--- src/rtl/sopc_data_bus.sv ---
// sopc_data_bus: data-side interconnect between the CPU data port and N_SLAVES
// variable-latency slaves.
//
// The top REGION_BITS address bits select the slave. The request is latched
// and presented to that slave, and the CPU is stalled until the slave acks.
// A decode miss or an ack timeout ends the transfer with a one-cycle bus error.
//
// Ports:
//   clk, rst       clock (rising edge), asynchronous active-low reset
//   m_ce_i         CPU request valid, held while m_stall_o is high
//   m_we_i         1 = write, 0 = read
//   m_addr_i       byte address
//   m_sel_i        byte enables
//   m_data_i       write data
//   m_data_o       read data, valid in the DONE/ERR cycle
//   m_stall_o      CPU must hold its request
//   m_err_o        one-cycle bus error pulse
//   s_ce_o         one-hot slave select
//   s_we_o         latched write flag
//   s_addr_o       latched address
//   s_sel_o        latched byte enables
//   s_data_o       latched write data
//   s_data_i       slave read data; slave k at bits [k*DATA_W +: DATA_W]
//   s_ack_i        slave completion, one bit per slave
//
// Optional macro SOPC_BUS_STATS_EN adds saturating statistics counters:
//   stat_xfer_o    completed transfers (DONE entries)
//   stat_err_o     bus error pulses
//   stat_wait_o    cycles with m_stall_o high
//   stat_clr_i     synchronous clear, wins over a same-cycle increment
module sopc_data_bus #(
    parameter int              DATA_W      = 32,
    parameter int              ADDR_W      = 32,
    parameter int              N_SLAVES    = 4,
    parameter int              REGION_BITS = 4,
    parameter int              TIMEOUT     = 255,
    parameter logic [DATA_W-1:0] ERR_DATA  = 32'hDEADBEEF,
    localparam int             SEL_W       = DATA_W / 8
) (
    input  logic                       clk,
    input  logic                       rst,
    input  logic                       m_ce_i,
    input  logic                       m_we_i,
    input  logic [ADDR_W-1:0]          m_addr_i,
    input  logic [SEL_W-1:0]           m_sel_i,
    input  logic [DATA_W-1:0]          m_data_i,
    output logic [DATA_W-1:0]          m_data_o,
    output logic                       m_stall_o,
    output logic                       m_err_o,
`ifdef SOPC_BUS_STATS_EN
    output logic [31:0]                stat_xfer_o,
    output logic [15:0]                stat_err_o,
    output logic [31:0]                stat_wait_o,
    input  logic                       stat_clr_i,
`endif
    output logic [N_SLAVES-1:0]        s_ce_o,
    output logic                       s_we_o,
    output logic [ADDR_W-1:0]          s_addr_o,
    output logic [SEL_W-1:0]           s_sel_o,
    output logic [DATA_W-1:0]          s_data_o,
    input  logic [N_SLAVES*DATA_W-1:0] s_data_i,
    input  logic [N_SLAVES-1:0]        s_ack_i
);

    localparam int CNT_W = $clog2(TIMEOUT + 1);
    localparam logic [REGION_BITS:0] NS_LIM = (REGION_BITS + 1)'(N_SLAVES);
    localparam logic [CNT_W-1:0] TO_LAST = CNT_W'(TIMEOUT - 1);

    typedef enum logic [1:0] {
        IDLE,
        REQ,
        DONE,
        ERR
    } state_t;

    state_t                 state;
    logic [REGION_BITS-1:0] idx_q;
    logic [CNT_W-1:0]       cnt;
    logic                   orphan;

    logic [REGION_BITS-1:0] req_idx;
    logic                   req_hit;
    logic [N_SLAVES-1:0]    req_onehot;
    logic                   ack_sel;
    logic [DATA_W-1:0]      rdata_sel;
    logic                   timeout_hit;
    logic                   drop;

    assign req_idx = m_addr_i[ADDR_W-1 -: REGION_BITS];
    assign req_hit = ({1'b0, req_idx} < NS_LIM);

    // Select the acking slave by the latched index; acks from others are ignored.
    always_comb begin
        req_onehot = '0;
        ack_sel    = 1'b0;
        rdata_sel  = '0;
        for (int k = 0; k < N_SLAVES; k++) begin
            if (req_idx == REGION_BITS'(k)) begin
                req_onehot[k] = 1'b1;
            end
            if (idx_q == REGION_BITS'(k)) begin
                ack_sel   = s_ack_i[k];
                rdata_sel = s_data_i[k*DATA_W +: DATA_W];
            end
        end
    end

    // The counter holds the number of REQ cycles already spent, so this is
    // the cycle in which it reaches TIMEOUT.
    assign timeout_hit = (cnt >= TO_LAST);

    // The CPU counts as gone if it dropped the request earlier or drops it now.
    assign drop = orphan | ~m_ce_i;

    assign m_stall_o = m_ce_i && (state != DONE) && (state != ERR);

    always_ff @(posedge clk or negedge rst) begin
        if (!rst) begin
            state    <= IDLE;
            idx_q    <= '0;
            cnt      <= '0;
            orphan   <= 1'b0;
            m_data_o <= '0;
            m_err_o  <= 1'b0;
            s_ce_o   <= '0;
            s_we_o   <= 1'b0;
            s_addr_o <= '0;
            s_sel_o  <= '0;
            s_data_o <= '0;
        end else begin
            m_err_o <= 1'b0;
            unique case (state)
                IDLE: begin
                    orphan <= 1'b0;
                    if (m_ce_i) begin
                        s_we_o   <= m_we_i;
                        s_addr_o <= m_addr_i;
                        s_sel_o  <= m_sel_i;
                        s_data_o <= m_data_i;
                        idx_q    <= req_idx;
                        cnt      <= '0;
                        if (req_hit) begin
                            state  <= REQ;
                            s_ce_o <= req_onehot;
                        end else begin
                            state   <= ERR;
                            m_err_o <= 1'b1;
                            if (!m_we_i) begin
                                m_data_o <= ERR_DATA;
                            end
                        end
                    end
                end
                REQ: begin
                    if (cnt != '1) begin
                        cnt <= cnt + 1'b1;
                    end
                    if (!m_ce_i) begin
                        orphan <= 1'b1;
                    end
                    if (ack_sel) begin
                        s_ce_o <= '0;
                        if (!s_we_o) begin
                            m_data_o <= rdata_sel;
                        end
                        if (drop) begin
                            state  <= IDLE;
                            orphan <= 1'b0;
                        end else begin
                            state <= DONE;
                        end
                    end else if (timeout_hit) begin
                        s_ce_o <= '0;
                        if (drop) begin
                            state  <= IDLE;
                            orphan <= 1'b0;
                        end else begin
                            state   <= ERR;
                            m_err_o <= 1'b1;
                            if (!s_we_o) begin
                                m_data_o <= ERR_DATA;
                            end
                        end
                    end
                end
                DONE, ERR: begin
                    state  <= IDLE;
                    orphan <= 1'b0;
                end
                default: begin
                    state <= IDLE;
                end
            endcase
        end
    end

`ifdef SOPC_BUS_STATS_EN
    always_ff @(posedge clk or negedge rst) begin
        if (!rst) begin
            stat_xfer_o <= '0;
            stat_err_o  <= '0;
            stat_wait_o <= '0;
        end else if (stat_clr_i) begin
            stat_xfer_o <= '0;
            stat_err_o  <= '0;
            stat_wait_o <= '0;
        end else begin
            if (state == DONE && stat_xfer_o != '1) begin
                stat_xfer_o <= stat_xfer_o + 1'b1;
            end
            if (m_err_o && stat_err_o != '1) begin
                stat_err_o <= stat_err_o + 1'b1;
            end
            if (m_stall_o && stat_wait_o != '1) begin
                stat_wait_o <= stat_wait_o + 1'b1;
            end
        end
    end
`endif

endmodule

--- config.mk ---
export PLATFORM = sky130hd
export DESIGN_NAME = sopc_data_bus
export DESIGN_NICKNAME = d
export VERILOG_FILES = /design/src/rtl/sopc_data_bus.sv
export SDC_FILE = /design/constraint.sdc
export NUM_CORES = 1
export LEC_CHECK = 0
export ABC_AREA = 0
export CAP_MARGIN = 10
export CORE_UTILIZATION = 40
export DETAILED_ROUTE_END_ITERATION = 16
export GPL_TIMING_DRIVEN = 0
export PLACE_DENSITY = 0.89
export SKIP_CTS_REPAIR_TIMING = 1
export SYNTH_ARGS = -nofsm -noshare
export SYNTH_HDL_FRONTEND = slang
export SYNTH_SLANG_ARGS = --single-unit
export TNS_END_PERCENT = 1
--- constraint.sdc ---
create_clock -name clk -period 2.2 [get_ports clk]
set_input_delay 0.33 -clock clk [delete_from_list [all_inputs] [get_ports clk]]
set_output_delay 0.33 -clock clk [all_outputs]
set_load 0.05 [all_outputs]
==> metrics.txt, run 1 <==
outcome completed; syn_area_per_cell 10.11 µm²; Skew-Pair Late Insertion Delay 0.41 ns; first-pass GRT wire length 29970 µm; CTS Root Buffer Type clkbuf_16; Die Width 121.8 µm; Worst-Margin Slew 0.6728 ns; vias per std cell 5.194; min cycle time layout 2.087 ns; fmax 0.4791 GHz; P per Cell Area 1634 mW/mm²; CTS tree yes; final setup TNS 0 ns; Crit. path cell count 1; Static Leakage 4.231 nW; Reg clk slew, reported paths 0.06 ns; ANT nets after route 0; share of cells above drive strength 1 10.86%; post-route setup slack 0.1126 ns; Max-cap violations 0; H-tree depth 4; DR DRC count 0; CP Buf/Inv Count 1; critical path's top delay family buffers and inverters; Max VDD drop 1.188 mV; Setup Skew 0.009575 ns; RSZ-0062 raised after global routing true; vias in the first global route 5884; worst-path fanout max 5; initial core utilization 41.22%; Synthesis Warnings 0; most frequent cells in the layout clkdlybuf4s50_1 (308), nand2_1 (240), dfrtp_1 (117); Initial DRC Count 361; Remaining Overflow, GRT 0; Seq cells post-synth 117; Final Hold Viols 0; Crit path required time 1.87 ns; Rel. slew slack 55.15%; GRT Overall Usage 26.78%; Syn Inst Count 568; post-synthesis instance area 0.005744 mm²; wirelength, routed 19490 µm; final instance area 0.009731 mm²; worst-case reg-to-reg path depth 6; WP data arrival 1.76 ns; HP Class in -> async; Crit Path Category reg -> out; Worst Setup Start Kind register; gpl congestion 0.8946; Inserted Clock Buffers 17; Tcrit/Tclk final 94.88%; r2r startpoint state[0]$_DFFE_PN0P_; I/O pin total 311; top_reg_cell synth dfrtp_1; Yosys cell types 50; Critical path destination s_addr_o[31]; layout net count 1105; initial antenna violation count 1; post-place setup slack -0.3371 ns; R2R setup slack 0.14 ns; Seq/Total Area, Yosys 50.97%; largest net degree at the start of global routing 64; area growth from synthesis to layout 69.40%; syn nets 774; Routed wire per std cell 17.83 µm; PortBufs 310; Post-synth EDFFs 0; placed inst area 0.009101 mm²; share of synthesized registers carrying an async set or reset 100.0%; Num Clock Sinks 117; final max-slew violation count 0; CP cell instances clkdlybuf4s50_1; final setup vio count 0; Worst Setup SP s_addr_o[31]$_DFFE_PN0P_; Core ar. 0.01393 mm²; CTS Buffer Depth 2; die footprint 0.01484 mm²; Largest stage delay, worst path 0.88 ns; # rows 43; Die Ht 121.8 µm; Final HPWL DP 14870 µm; most common cell after layout, fill and taps aside clkdlybuf4s50_1; vias 5677; Slowest-stage cell, CP clkdlybuf4s50_1; r2r endpoint s_addr_o[2]$_DFFE_PN0P_; CP endpoint kind primary output; first drt pass iteration count 7
[synth_stat cells (2+ instances only)]
cell type  instances  share of area, %
a21oi_1            2              0.17
a31o_1             6              0.91
buf_2             16               1.4
buf_4              2              0.26
buf_6              2              0.39
clkbuf_1          21               1.4
dfrtp_1          117                51
ha_1               2              0.44
inv_1              7              0.46
mux2_4             3              0.78
mux2i_1            3              0.52
mux4_2            32                13
nand2_1          240                16
nand2b_1           3              0.33
nand3_1            7              0.61
nand4_1            2              0.22
nor2_1             7              0.46
nor2b_1            2              0.22
nor3_1             8              0.70
nor3b_1            2              0.26
o21ai_0            2              0.17
o21ai_1           27               2.4
o22ai_1            2              0.22
o32ai_1           24               3.7
or2_1              2              0.22
xnor2_1            3              0.46
[worst min-delay path by stage]
stage / startpoint / slack, ns / endpoint / cells after the start
after CTS: rst / -0.11 / m_data_o[8]$_DFFE_PN0P_ / 1
after global routing: m_sel_i[1] / 0.45 / s_sel_o[1]$_DFFE_PN0P_ / 3
after floorplan: rst / 0.03 / cnt[0]$_DFFE_PN0P_ / 0
after detailed placement: rst / 0.33 / m_data_o[17]$_DFFE_PN0P_ / 1
final: rst / 0.44 / m_data_o[17]$_DFFE_PN0P_ / 2
after global placement: s_data_o[5]$_DFFE_PN0P_ / 0.46 / s_data_o[5]$_DFFE_PN0P_ / 2
[logic make-up (layout without fill, tap and decap cells)]
kind of cell / count (synthesis) / count (layout) / synth area share [%]
other: 0 / 1 / 0
multiplexers: 39 / 39 / 14.05
adder cells (fa/ha/maj): 2 / 2 / 0.4356
flip-flops: 117 / 117 / 50.97
buffers and inverters: 49 / 393 / 3.943
AO/OA/AOI/OAI: 71 / 71 / 9.018
AND/OR/NAND/NOR: 286 / 286 / 20.98
XOR/XNOR: 4 / 4 / 0.6100
[power breakdown]
group          total, W  internal [W]  switching [W]  leakage, nW
registers       0.00380       0.00315       0.000651         1.45
logic           0.00925       0.00336        0.00589         2.49
clock network   0.00284       0.00184        0.00100        0.292
[layer usage]
layer / vias to the layer above / share of wire (%) / wire [µm] / global-route usage [%]
met5: - / 0 / 0 / 0
met4: 0 / 3.4 / 660 / 12.50
met3: 42 / 9.7 / 1898 / 8.567
met2: 281 / 50 / 9799 / 46.65
met1: 2724 / 37 / 7130 / 29.48
li1: 2630 / - / - / -
[through the flow]
step | hold slack (ns) | total power [W] | cells | util [%]
after global placement | 0.4560 | 0.01287 | 1058 | 65.11
after global routing | 0.4482 | 0.01671 | 1093 | 69.83
after floorplan | 0.03441 | 0.009825 | 568 | -
final | 0.4414 | 0.01590 | 1093 | 69.83
after CTS | -0.1097 | 0.01598 | 1091 | 69.70
after detailed placement | 0.3272 | 0.01307 | 1059 | 65.31
[registers in the layout (all words and copies together), names as in the netlist]
| signal | count |
|---|---|
| m_err_o | 1 |
| orphan | 1 |
| state | 2 |
| s_sel_o | 4 |
| s_we_o | 1 |
| s_ce_o | 4 |
| m_data_o | 32 |
| cnt | 8 |
| s_addr_o | 32 |
| s_data_o | 32 |
[area by class of cell]
class | instances | area, µm²
plain buffers | 42 | 203.9
fillers | 1007 | 4204
clock inverters | 12 | 153.9
multi-input cells | 402 | 2590
diodes | 1 | 2.502
clock buffers | 20 | 456.7
well taps | 180 | 225.2
flip-flops and latches | 117 | 2928
repair buffers | 312 | 3144
inverters | 7 | 26.28
Note: power is estimated with default switching activity, not from simulation.
==> run 2: changes to the inputs <==
Settings changed: ABC_AREA 0 to 1, PLACE_DENSITY 0.89 to 0.88.
==> run 2 against run 1 <==
Against the previous run:
- non-clock buffer count down 3
- flip-flop and latch count did not move
- critical path type unchanged
- largest power group unchanged
- critical endpoint is now s_addr_o[28]
- highest routed layer unchanged
- clock power is 5% lower
- sequential power decreased by 2%
- total power down 1.9%
==> metrics.txt, run 2 <==
Synth Area in Adders 0.4222%; DR DRC count 0; RSZ-0062 raised after global routing true; top_reg_cell synth dfrtp_1; Worst Setup Start Kind register; Num Clock Sinks 117; initial antenna violation count 0; Seq pwr share 23.8%; first drt pass iteration count 5; GRT Overall Usage 26.49%; Inserted Clock Buffers 17; biggest regs m_data_o (32), s_addr_o (32), s_data_o (32); Seq cells post-synth 117; CP endpoint kind primary output; share of synthesized registers carrying an async set or reset 100.0%; Placed Cells 1335; Synthesis Warnings 0; post-place setup slack -0.05366 ns; mux cell area share after synthesis 0%; Rel. slew slack 57.26%; Internal 0.007729 W; Die Width 123.7 µm; top cells by area, synth dfrtp_1 (49%), nand2_1 (26%), nand3_1 (6.1%); P per Cell Area 1574 mW/mm²; Final Hold Viols 0; CTS Buffer Depth 2; first-pass GRT wire length 30460 µm; CP Buf/Inv Count 1; Core ar. 0.01448 mm²; post-route insts no fill 1368; final core utilization 68.44%; post-synth top area cell dfrtp_1; critical path's top delay family buffers and inverters; most common cell after layout, fill and taps aside nand2_1; layout net count 1377; Switching Share 50.44%; Remaining Overflow, GRT 0; Slowest-stage cell, CP clkdlybuf4s50_1; CP cell instances clkdlybuf4s50_1; syn nets 1046; I/O pin total 311; Die Ht 123.7 µm; top cells by count, synth nand2_1 (417), dfrtp_1 (117), nor2_1 (91); Synth Area in Compound Gates 2.111%; syn_area_per_cell 7.056 µm²; Post-Synth Simple-Gate Area 41.10%; post-synth top area share 49.40%; Yosys cell types 27; Seq/Total Area, Yosys 49.40%; # rows 44; clock group share of total power 17.4%; Tcrit/Tclk final 97.88%; post-route setup slack 0.04673 ns; min cycle time layout 2.153 ns; largest family of logic cells by synthesized area simple AND/OR/NAND/NOR gates; Routed wire per std cell 14.66 µm; fmax 0.4644 GHz; outcome completed; vias in the first global route 6247; CTS Root Buffer Type clkbuf_16; Max-cap violations 0; ANT nets after route 0; switching pwr 0.007866 W; CTS tree yes; die footprint 0.01531 mm²; Skew-Pair Late Insertion Delay 0.42 ns; Max VDD drop 1.071 mV; share of cells above drive strength 1 6.250%; Setup Skew 0.007236 ns; combinational share of power 58.8%; Largest stage delay, worst path 0.89 ns; final setup TNS 0 ns; post-synthesis instance area 0.005927 mm²; final max-slew violation count 0; vias per std cell 4.765; Static Leakage 4.830 nW; final setup vio count 0; largest net degree at the start of global routing 70; Fill cells 1213; area growth from synthesis to layout 67.19%; initial core utilization 40.94%; vias 6519; worst-path fanout max 7; Syn Inst Count 840; H-tree depth 4; gpl congestion 0.9121; Reg clk slew, reported paths 0.06 ns; Crit Path Category reg -> out; most common cell in the netlist nand2_1; Post-synth EDFFs 0; Worst-Margin Slew 0.6392 ns; HP Class in -> async; XOR/XNOR Fraction of Synth Area 0.2955%; Crit path required time 1.87 ns; WP data arrival 1.82 ns; Initial DRC Count 337; # diodes 0; wirelength, routed 20050 µm; PortBufs 310; Final HPWL DP 15190 µm; most frequent cells in the layout nand2_1 (417), clkdlybuf4s50_1 (308), dfrtp_1 (117)
## run 2: cell count changes after synthesis, moves of 8 or more
cell / before / now
mux4_2: 32 / 0
nor2_1: 7 / 91
nand2_1: 240 / 417
inv_1: 7 / 54
o21ai_0: 2 / 10
o21ai_1: 27 / 0
o32ai_1: 24 / 0
nand3_1: 7 / 72
## run 2: final timing paths
kind,start,endpoint,slack (ns),cells past startpoint
max in group asynchronous,rst,s_ce_o[1]$_DFFE_PN0P_,1.08,3
setup / recovery,s_addr_o[28]$_DFFE_PN0P_,s_addr_o[28],0.05,1
setup reg to reg,s_addr_o[31]$_DFFE_PN0P_,m_data_o[12]$_DFFE_PN0P_,0.13,10
hold reg to reg,m_data_o[18]$_DFFE_PN0P_,m_data_o[18]$_DFFE_PN0P_,0.47,2
min in group clk,m_data_i[28],s_data_o[28]$_DFFE_PN0P_,0.45,3
hold / removal,rst,m_data_o[5]$_DFFE_PN0P_,0.42,2
## run 2: cell families (layout without fill, tap and decap cells)
group	after synthesis	in the layout
buffers and inverters	97	441
AOI/OAI and AO/OA	22	22
and+or+nand+nor	600	600
DFF	117	117
xor gates and xnor gates	2	2
adders and majority gates	2	2
## run 2: power by group through the flow
| stage | Combinational [W] | Clock, W | Sequential (W) |
|---|---|---|---|
| floorplan | 0.00289 | 0 | 0.00674 |
| global placement | 0.00898 | 0 | 0.00369 |
| detailed placement | 0.00913 | 0 | 0.00370 |
| CTS | 0.00915 | 0.00275 | 0.00370 |
| global route | 0.00988 | 0.00288 | 0.00384 |
| finish | 0.00918 | 0.00271 | 0.00371 |
## run 2: layout make-up
cell class                      instances  area [µm²]  area share, %
Clock inverter                         14       140.1          1.414
Buffer                                 39       183.9          1.856
Timing Repair Buffer                  312        3144          31.73
Clock buffer                           18       439.2          4.432
Multi-Input combinational cell        626        2626          26.50
Inverter                               58       217.7          2.197
Tap cell                              184       230.2          2.323
Sequential cell                       117        2928          29.55
## run 2: stage by stage
stage	total power, W	cell area (µm²)	hold WS [ns]
final	0.01560	9910	0.4228
after global routing	0.01659	9910	0.4428
after CTS	0.01561	9868	-0.1407
after detailed placement	0.01283	9289	0.3014
after global placement	0.01268	9260	0.4529
after floorplan	0.009628	5927	0.03441
## run 2: routing by layer
metal  up-vias  track usage, %  part of all wire (%)
li1       3237               -                     -
met1      2934           29.29                    38
met2       297           44.76                    48
met3        51           9.295                    10
met4         0           13.78                   3.9
met5         -               0                     0
==> run 3: changes to the inputs <==
Settings changed: CTS_CLUSTER_DIAMETER set to 150.
==> results of run 3 <==
Final layout, timing and power as in run 2 (identical DEF).
